**config.mk**
```make
export PLATFORM = sky130hd
export DESIGN_NAME = stu_spec_store_buffer
export DESIGN_NICKNAME = d
export VERILOG_FILES = /design/src/rtl/stu_spec_store_buffer.sv
export SDC_FILE = /design/constraint.sdc
export NUM_CORES = 2
export LEC_CHECK = 0
export BUFFER_PORTS_ARGS = -buffer_cell sky130_fd_sc_hd__buf_4
export CAP_MARGIN = 20
export CORE_UTILIZATION = 50
export DETAILED_ROUTE_END_ITERATION = 8
export PLACE_DENSITY = 0.66
export SYNTH_ARGS = -nofsm -noshare
export SYNTH_HDL_FRONTEND = slang
export SYNTH_SLANG_ARGS = --single-unit
export TNS_END_PERCENT = 1
```
**constraint.sdc**
```tcl
create_clock -name clk -period 25.6 [get_ports clk]
set_input_delay 6.4 -clock clk [delete_from_list [all_inputs] [get_ports clk]]
set_output_delay 6.4 -clock clk [all_outputs]
set_load 0.03 [all_outputs]
```
**src/rtl/stu_spec_store_buffer.sv**
```systemverilog
// Speculative store buffer for the Level-2 core: holds stores until the Validator
// commits (drain to memory in order) or squashes (discard); forwards to the core's loads.

package stu_pkg;
  typedef logic [39:0] addr_t;
endpackage

module stu_spec_store_buffer #(
  parameter int unsigned DEPTH      = 8,
  parameter int unsigned DATA_WIDTH = 64
) (
  input  logic                          clk,
  input  logic                          rst,
  input  logic                          l2_spec_task_active_in,
  input  logic                          spec_st_valid_in,
  input  stu_pkg::addr_t                spec_st_pa_in,
  input  logic [DATA_WIDTH-1:0]         spec_st_data_in,
  input  logic [DATA_WIDTH/8-1:0]       spec_st_be_in,
  output logic                          spec_st_ready_out,
  input  logic                          fwd_ld_valid_in,
  input  stu_pkg::addr_t                fwd_ld_pa_in,
  output logic                          fwd_hit_out,
  output logic [DATA_WIDTH-1:0]         fwd_data_out,
  output logic [DATA_WIDTH/8-1:0]       fwd_be_out,
  input  logic                          commit_in,
  input  logic                          squash_in,
  output logic                          mem_wr_valid_out,
  output stu_pkg::addr_t                mem_wr_pa_out,
  output logic [DATA_WIDTH-1:0]         mem_wr_data_out,
  output logic [DATA_WIDTH/8-1:0]       mem_wr_be_out,
  input  logic                          mem_wr_ready_in,
  output logic                          overflow_out,
  output logic                          drain_done_out,
  output logic [$clog2(DEPTH):0]        count_out
);

  localparam int unsigned PtrW = $clog2(DEPTH);
  localparam int unsigned CntW = PtrW + 1;
  localparam int unsigned BeW  = DATA_WIDTH / 8;

  typedef enum logic [1:0] {StIdle, StCollect, StDrain, StDone} state_e;

  state_e                r_state, w_state_next;
  logic [PtrW-1:0]       r_head, r_tail;
  logic [CntW-1:0]       r_count;
  logic                  r_overflow;
  logic [DEPTH-1:0]      r_valid;
  stu_pkg::addr_t        r_pa   [DEPTH];
  logic [DATA_WIDTH-1:0] r_data [DEPTH];
  logic [BeW-1:0]        r_be   [DEPTH];

  logic            w_full, w_ready, w_st_accept, w_wr_fire, w_clear;
  logic [PtrW-1:0] w_fwd_idx;

  assign w_full      = (r_count == CntW'(DEPTH));
  assign w_ready     = (r_state == StCollect) & l2_spec_task_active_in & ~w_full & ~r_overflow;
  assign w_st_accept = spec_st_valid_in & w_ready;
  assign w_wr_fire   = (r_state == StDrain) & mem_wr_ready_in;

  assign spec_st_ready_out = w_ready;
  assign overflow_out      = r_overflow;
  assign count_out         = r_count;

  always_comb begin
    w_state_next     = r_state;
    w_clear          = 1'b0;
    drain_done_out   = 1'b0;
    mem_wr_valid_out = 1'b0;
    mem_wr_pa_out    = '0;
    mem_wr_data_out  = '0;
    mem_wr_be_out    = '0;
    case (r_state)
      StIdle: begin
        if (l2_spec_task_active_in) w_state_next = StCollect;
      end
      StCollect: begin
        // Commit after an overflow cannot be trusted, so it discards like a squash.
        if (squash_in || (commit_in && r_overflow)) begin
          w_clear      = 1'b1;
          w_state_next = StIdle;
        end else if (commit_in) begin
          w_state_next = ((r_count != '0) || w_st_accept) ? StDrain : StDone;
        end
      end
      StDrain: begin
        mem_wr_valid_out = 1'b1;
        mem_wr_pa_out    = r_pa[r_head];
        mem_wr_data_out  = r_data[r_head];
        mem_wr_be_out    = r_be[r_head];
        if (mem_wr_ready_in && (r_count == CntW'(1))) w_state_next = StDone;
      end
      StDone: begin
        drain_done_out = 1'b1;
        w_state_next   = StIdle;
      end
      default: w_state_next = StIdle;
    endcase
  end

  always_ff @(posedge clk or negedge rst) begin
    if (!rst) begin
      r_state    <= StIdle;
      r_head     <= '0;
      r_tail     <= '0;
      r_count    <= '0;
      r_overflow <= 1'b0;
      r_valid    <= '0;
    end else begin
      r_state <= w_state_next;
      if (w_clear) begin
        r_head     <= '0;
        r_tail     <= '0;
        r_count    <= '0;
        r_overflow <= 1'b0;
        r_valid    <= '0;
      end else begin
        if (w_st_accept) begin
          r_valid[r_tail] <= 1'b1;
          r_tail          <= r_tail + PtrW'(1);
        end
        if (w_wr_fire) begin
          r_valid[r_head] <= 1'b0;
          r_head          <= r_head + PtrW'(1);
        end
        case ({w_st_accept, w_wr_fire})
          2'b10:   r_count <= r_count + CntW'(1);
          2'b01:   r_count <= r_count - CntW'(1);
          default: r_count <= r_count;
        endcase
        if ((r_state == StCollect) && spec_st_valid_in && w_full) r_overflow <= 1'b1;
      end
    end
  end

  // Payload storage needs no reset: every read is qualified by a valid bit or the FSM.
  always_ff @(posedge clk) begin
    if (w_st_accept) begin
      r_pa[r_tail]   <= spec_st_pa_in;
      r_data[r_tail] <= spec_st_data_in;
      r_be[r_tail]   <= spec_st_be_in;
    end
  end

  // Walk oldest to youngest so the last match (youngest) wins.
  always_comb begin
    fwd_hit_out  = 1'b0;
    fwd_data_out = '0;
    fwd_be_out   = '0;
    w_fwd_idx    = '0;
    if (fwd_ld_valid_in && ((r_state == StCollect) || (r_state == StDrain))) begin
      for (int unsigned i = 0; i < DEPTH; i++) begin
        w_fwd_idx = r_head + PtrW'(i);
        if (r_valid[w_fwd_idx] && (r_pa[w_fwd_idx] == fwd_ld_pa_in)) begin
          fwd_hit_out  = 1'b1;
          fwd_data_out = r_data[w_fwd_idx];
          fwd_be_out   = r_be[w_fwd_idx];
        end
      end
    end
  end

endmodule

```
# Word-level counts from Yosys, hierarchy flattened
# Memory sizes are Yosys's and may differ from the RTL's.
# Cells that the tools add are included.
totals:
  reg_bits: 21
  latchBits: 0
  mem_bits_rw: 896
  rom_bits: 0
  in_bits: 160
  out_inout_bits: 193
  word_cells: 157
  n_memories: 3
op_classes:
  n_addsub: 10
  mul: 0
  div_mod_pow: 0
  magnitude_cmp: 11
  n_eq_ne: 18
  shifts: 0
  n_mux: 74
  bitwise: 10
  reduce_logical: 25
mem_list:
  columns: ["name", "depth", "word_bits", "read_ports", "rd_clocked_by_memory_dff", "write_ports", "line_no", "rtl"]
  rows:
  - ["r_data", 8, 64, 8, 0, 1, "49", "logic [DATA_WIDTH-1:0] r_data [DEPTH];"]
  - ["r_pa", 8, 40, 8, 0, 1, "48", "stu_pkg::addr_t r_pa [DEPTH];"]
  - ["r_be", 8, 8, 8, 0, 1, "50", "logic [BeW-1:0] r_be [DEPTH];"]
ops:
  columns: ["cell", "n"]
  rows:
  - ["$mux 64", 10]
  - ["$eq 40x40->1", 8]
  - ["$mux 8", 14]
  - ["$mux 40", 1]
  - ["$lt 3x4->1 const B", 9]
  - ["$mux 1", 28]
  - ["$bmux 1 s3", 8]
  - ["$logic_and 1x1->1", 15]
  - ["$add 3x3->3 const B", 4]
  - ["$mux 3", 4]
  - ["$and 8x8->8", 1]
  - ["$mux 2", 4]
  - ["$not 8->8", 1]
  - ["$or 8x8->8", 1]
  - ["$pmux 2 s4", 1]
  - ["$pmux 4 s2", 1]
  - ["$add 3x1->3 const B", 2]
  - ["$add 3x2->3 const B", 2]
  - ["$demux 1 s3", 2]
  - ["$eq 2x2->1 const B", 3]
  - ["$ge 3x1->1 const B", 2]
  - ["$reduce_bool 2->1", 3]
  - ["$and 1x1->1", 5]
  - ["$add 4x1->4 const B", 1]
  - ["13 further kinds", 18]

# Logic depth before layout (Yosys ltp)
depth:
  depth_word: 12
  depth_mapped: 30
  ltp_nobuf: 13

# Least setup slack after synthesis
# OpenSTA, ideal clock, no wires.
synth_timing:
  kind: "input to register"
  startpoint: "in l2_spec_task_active_in"
  endpoint: "mem r_be[0][0] in the netlist's numbering (enable)"
  setup_time_ns: 0.860
  arrival_time_ns: 18.217
  required_time_ns: 24.740
  slack_ns: 6.522
  stages: 5
  n_path_buf: 1
  path_cell_list: "nand2_1 -> nor3_1 -> nand2_1 -> clkbuf_1 -> nor4_1"
synth_via:
  elab_chain_len: 6
synth_lines:
  columns: ["element", "line_no", "rtl"]
  rows:
  - ["start, declared", "14", "input logic l2_spec_task_active_in,"]
  - ["$and 1x1->1 (3 in series)", "56", "assign w_ready = (r_state == StCollect) & l2_spec_task_active_in & ~w_full & ~r_overflow;"]
  - ["via spec_st_ready_out", "19", "output logic spec_st_ready_out,"]
  - ["$and 1x1->1", "57", "assign w_st_accept = spec_st_valid_in & w_ready;"]
  - ["$mux 1", "137", "if (w_st_accept) begin"]
  - ["$mux 1 (implied by the code)", "140", "r_be[r_tail] <= spec_st_be_in;"]
  - ["end, declared", "50", null]
# The timed path passes the listed nets, and every way through them passes these cells.

# Worst setup path in the final report
layout_timing:
  startpoint: "in fwd_ld_pa_in[31]"
  endpoint: "out fwd_data_out[34]"
layout_via:
  elab_chain_len: 11
  word_cells_on_any_way: 25
  cone_classes: "eq/ne: 8; mux: 9; reduce/logical: 8"
layout_lines:
  columns: ["element", "line_no", "rtl"]
  rows:
  - ["start, declared", "21", "input stu_pkg::addr_t fwd_ld_pa_in,"]
  - ["$eq 40x40->1", "153", "if (r_valid[w_fwd_idx] && (r_pa[w_fwd_idx] == fwd_ld_pa_in)) begin"]
  - ["$logic_and 1x1->1", "153", null]
  - ["$mux 64 (7 in series)", "153", null]
  - ["$mux 64 (*)", "153", null]
  - ["$mux 64 (*)", "150", "if (fwd_ld_valid_in && ((r_state == StCollect) || (r_state == StDrain))) begin"]
  - ["end, declared", "23", "output logic [DATA_WIDTH-1:0] fwd_data_out,"]
# Every way passes the cells marked *; elsewhere a longest branch is shown, timed or not.

==> qor.yml <==
clock_tree:
  ctsResizeCount: 0
  numCtsBuffers: 104
  cts.hold.buffers_added: 0
  insertion_delay_ns: 0.79
  root_buffer: "clkbuf_16"
  postCtsSetupBuffers: 0
  h-tree-depth: 3
  clk_pin_slew_ns: 0.06
  clockBufferDepth: 3
  cts.sinks: 917
  cts_tree: "yes"
worst_hold_path:
  min_to: "overflow_out$_DFFE_PN0P_"
  hp-class: "flip-flop to flip-flop"
  hold_depth: 2
  min_from: "overflow_out$_DFFE_PN0P_"
synth:
  synth_cell_types: 86
  syn_area_mm2: 0.0742
  synthArstFlopShare_pct: 2.29
  ys.flop_type: "edfxtp_1"
  yosysWarningCount: 0
  ys_ff_latch: 917
  synth_nets: 5874
  syn_inst: 5699
  synthTopCellsByArea: "edfxtp_1 36%, mux4_2 27%, mux2i_1 8.7%, xnor2_1 2.9%, nand2_1 2.8%"
  yosysSeqAreaShare_pct: 37.0
  synth_top_area_cell: "edfxtp_1"
  synth_edf_count: 896
  syn_avg_cell_area_um2: 13.0
  synth_top_cell_area_share_pct: 36.2
global_route:
  grt_usage_pct: 36.2
  globalRouteOverflowTotal: 0
  grt_max_degree: 157
  antenna_found_initial: 26
  grt_pass1_vias: 54700
  grt_pass1_wl_um: 397000
die:
  rows: 141
  placeableCoreArea_mm2: 0.147
  die_w_um: 387
  ios: 353
  start_util_pct: 50.3
  die_h_um: 387
  die_area_mm2: 0.150
worst_setup_path:
  crit_fanout: 87
  r2r_slack_ns: 21.03
  critical_path.endpoint_type: "primary output"
  r2r_end: "r_data[3][8]$_DFFE_PP_"
  critical_path_class: "input pin to primary output"
  cp_data_arrival_time_ns: 12.44
  rr_startpoint: "count_out[0]$_DFFE_PN0P_"
  worstPathRequired_ns: 19.20
  rr_worst_depth: 9
  startpoint_type: "input pin"
detailed_routing:
  wire_per_inst_um: 35.8
  dr.pass1.iters: 6
  via_per_inst: 7.49
  drt-total-wl_um: 277000
  ant_nets: 0
  drt_iter0_drc: 7963
  drc: 0
  vias: 58000
run:
  drv_cap: 0
cells_and_area:
  area_delta_synth_final_pct: 9.38
  regArea_mm2: 0.0274
  drive_gt1_share_pct: 30.4
  multi_input_area_mm2: 0.0439
  nets: 5875
  fillers: 12000
timing:
  fin_worst_skew_ns: 0.0699
  fin_setup_tns_ns: 0
  hold_violations: 0
  tightestPinTransition_ns: 1.29
  slew_viol_final: 0
  finalSetupViolCount: 0
  min_period_ns: 18.84
  grt_setup_unrepaired: "no"
  min_period_over_period_pct: 73.6
  fmax_mhz: 53.1
  slew-limit-headroom_pct: 13.6
pwr:
  power_density_mw_per_mm2: 96.8
  totalPowerFinal_w: 0.00786
  peakVddDrop_uv: 101
  leakage_nw: 25.9
placement:
  place_hpwl_um: 183000
  io_buffers: 352
  gp_congestion: 1.05
run_status:
  status: "completed"
[power by group]
group | internal [W] | switching [W] | total (W) | leakage [nW]
combinational | 0.00191 | 0.00261 | 0.00452 | 15.9
clock | 0.000875 | 0.000674 | 0.00155 | 1.70
sequential | 0.00171 | 0.0000787 | 0.00179 | 8.35
total | 0.00450 | 0.00336 | 0.00786 | 25.9
[area by class of cell]
type | instances | share of cell area, %
Tap cell | 1930 | 2.97
Multi-Input combinational cell | 4165 | 54.1
Antenna cell | 21 | 0.0647
Clock buffer | 125 | 3.34
Sequential cell | 917 | 33.8
Timing Repair Buffer | 471 | 4.54
Inverter | 41 | 0.211
Clock inverter | 68 | 0.980
[synthesized netlist by cell type, drive strengths merged, types with 12 or more instances]
cell       n
a22oi     50
a2111oi   74
o41ai     73
xor2      58
nor3      28
a221oi    34
mux4     906
buf      330
mux2i    649
nor2b     13
inv       36
nor2     273
o22ai     66
a21oi    253
a31oi     12
and2      81
ha        15
o21ai     43
nand2b    31
nand2    553
dfrtp     21
clkbuf   246
nand4     47
o211ai    13
mux2     140
nor4      39
nand3    131
o22a      70
xnor2    247
a211oi    18
edfxtp   896
o221ai   150
[metrics by stage]
stage	worst slack (ns)	cells	utilization [%]	hold WS (ns)	area [µm²]
finish	6.76	7738	55.1	0.563	81200
CTS	6.87	7717	55.0	0.574	81100
global placement	6.52	7523	52.6	0.544	77600
global route	6.55	7730	55.0	0.604	81200
detailed placement	6.93	7524	52.6	0.558	77600
floorplan	6.52	5699	-	0.510	74200
[registers in the layout, summed over array words and instances (netlist names), named ones only]
register	flops
r_data	512
r_pa	320
r_be	64
r_valid	8
count_out	4
r_head	3
r_tail	3
overflow_out	1
r_state	1
[worst max-delay path by stage]
stage | from | end | cells after the start
after floorplan | l2_spec_task_active_in | r_be[0][0]$_DFFE_PP_ | 5
final | fwd_ld_pa_in[31] | fwd_data_out[34] | 16
after global placement | fwd_ld_pa_in[31] | fwd_data_out[24] | 14
after global routing | fwd_ld_pa_in[31] | fwd_data_out[34] | 16
after detailed placement | fwd_ld_pa_in[31] | fwd_data_out[24] | 16
after CTS | fwd_ld_pa_in[31] | fwd_data_out[34] | 16
[cell families (layout without fill, tap and decap cells)]
kind of cell	after synthesis	count (layout)	share of synthesized area (%)
simple gates	1231	1231	7.42
xor+xnor	305	305	3.60
fa+ha+maj	15	15	0.253
flops	917	917	37.0
compound gates	919	919	9.26
other cells	0	21	0
mux	1695	1695	38.4
buf+inv	617	705	4.14
[placed cells by master (no fill, tap or decap), drive strengths merged, types with 131 or more instances in the layout]
cell	synthesis	layout
buf	330	471
mux2	140	140
xnor2	247	247
nand3	131	131
a21oi	253	253
o221ai	150	150
nand2	553	553
nor2	273	273
mux4	906	906
edfxtp	896	896
mux2i	649	649
[routing by layer]
metal  global-route usage [%]  vias to the layer above  wire length (µm)
met5                        0                        -                94
met4                     18.3                       16             15800
met3                     6.72                      703             28300
met2                     57.5                     4043            131000
met1                     47.9                    29800            102000
li1                         -                    23400                 -
[worst max-delay path: stages]
cell and delay [ns]:
buf_4 0.17, inv_1 0.28, a2bb2oi_1 0.40, o211ai_1 0.17
o41ai_1 0.42, o2111ai_1 0.19, nor4_1 0.36, buf_4 0.23
nand2_4 0.40, or3b_4 0.42, buf_4 0.83, buf_4 0.76
o221ai_1 0.23, and2_1 0.24, o41ai_1 0.53, buf_4 0.28
(Power assumes the default switching activity.)
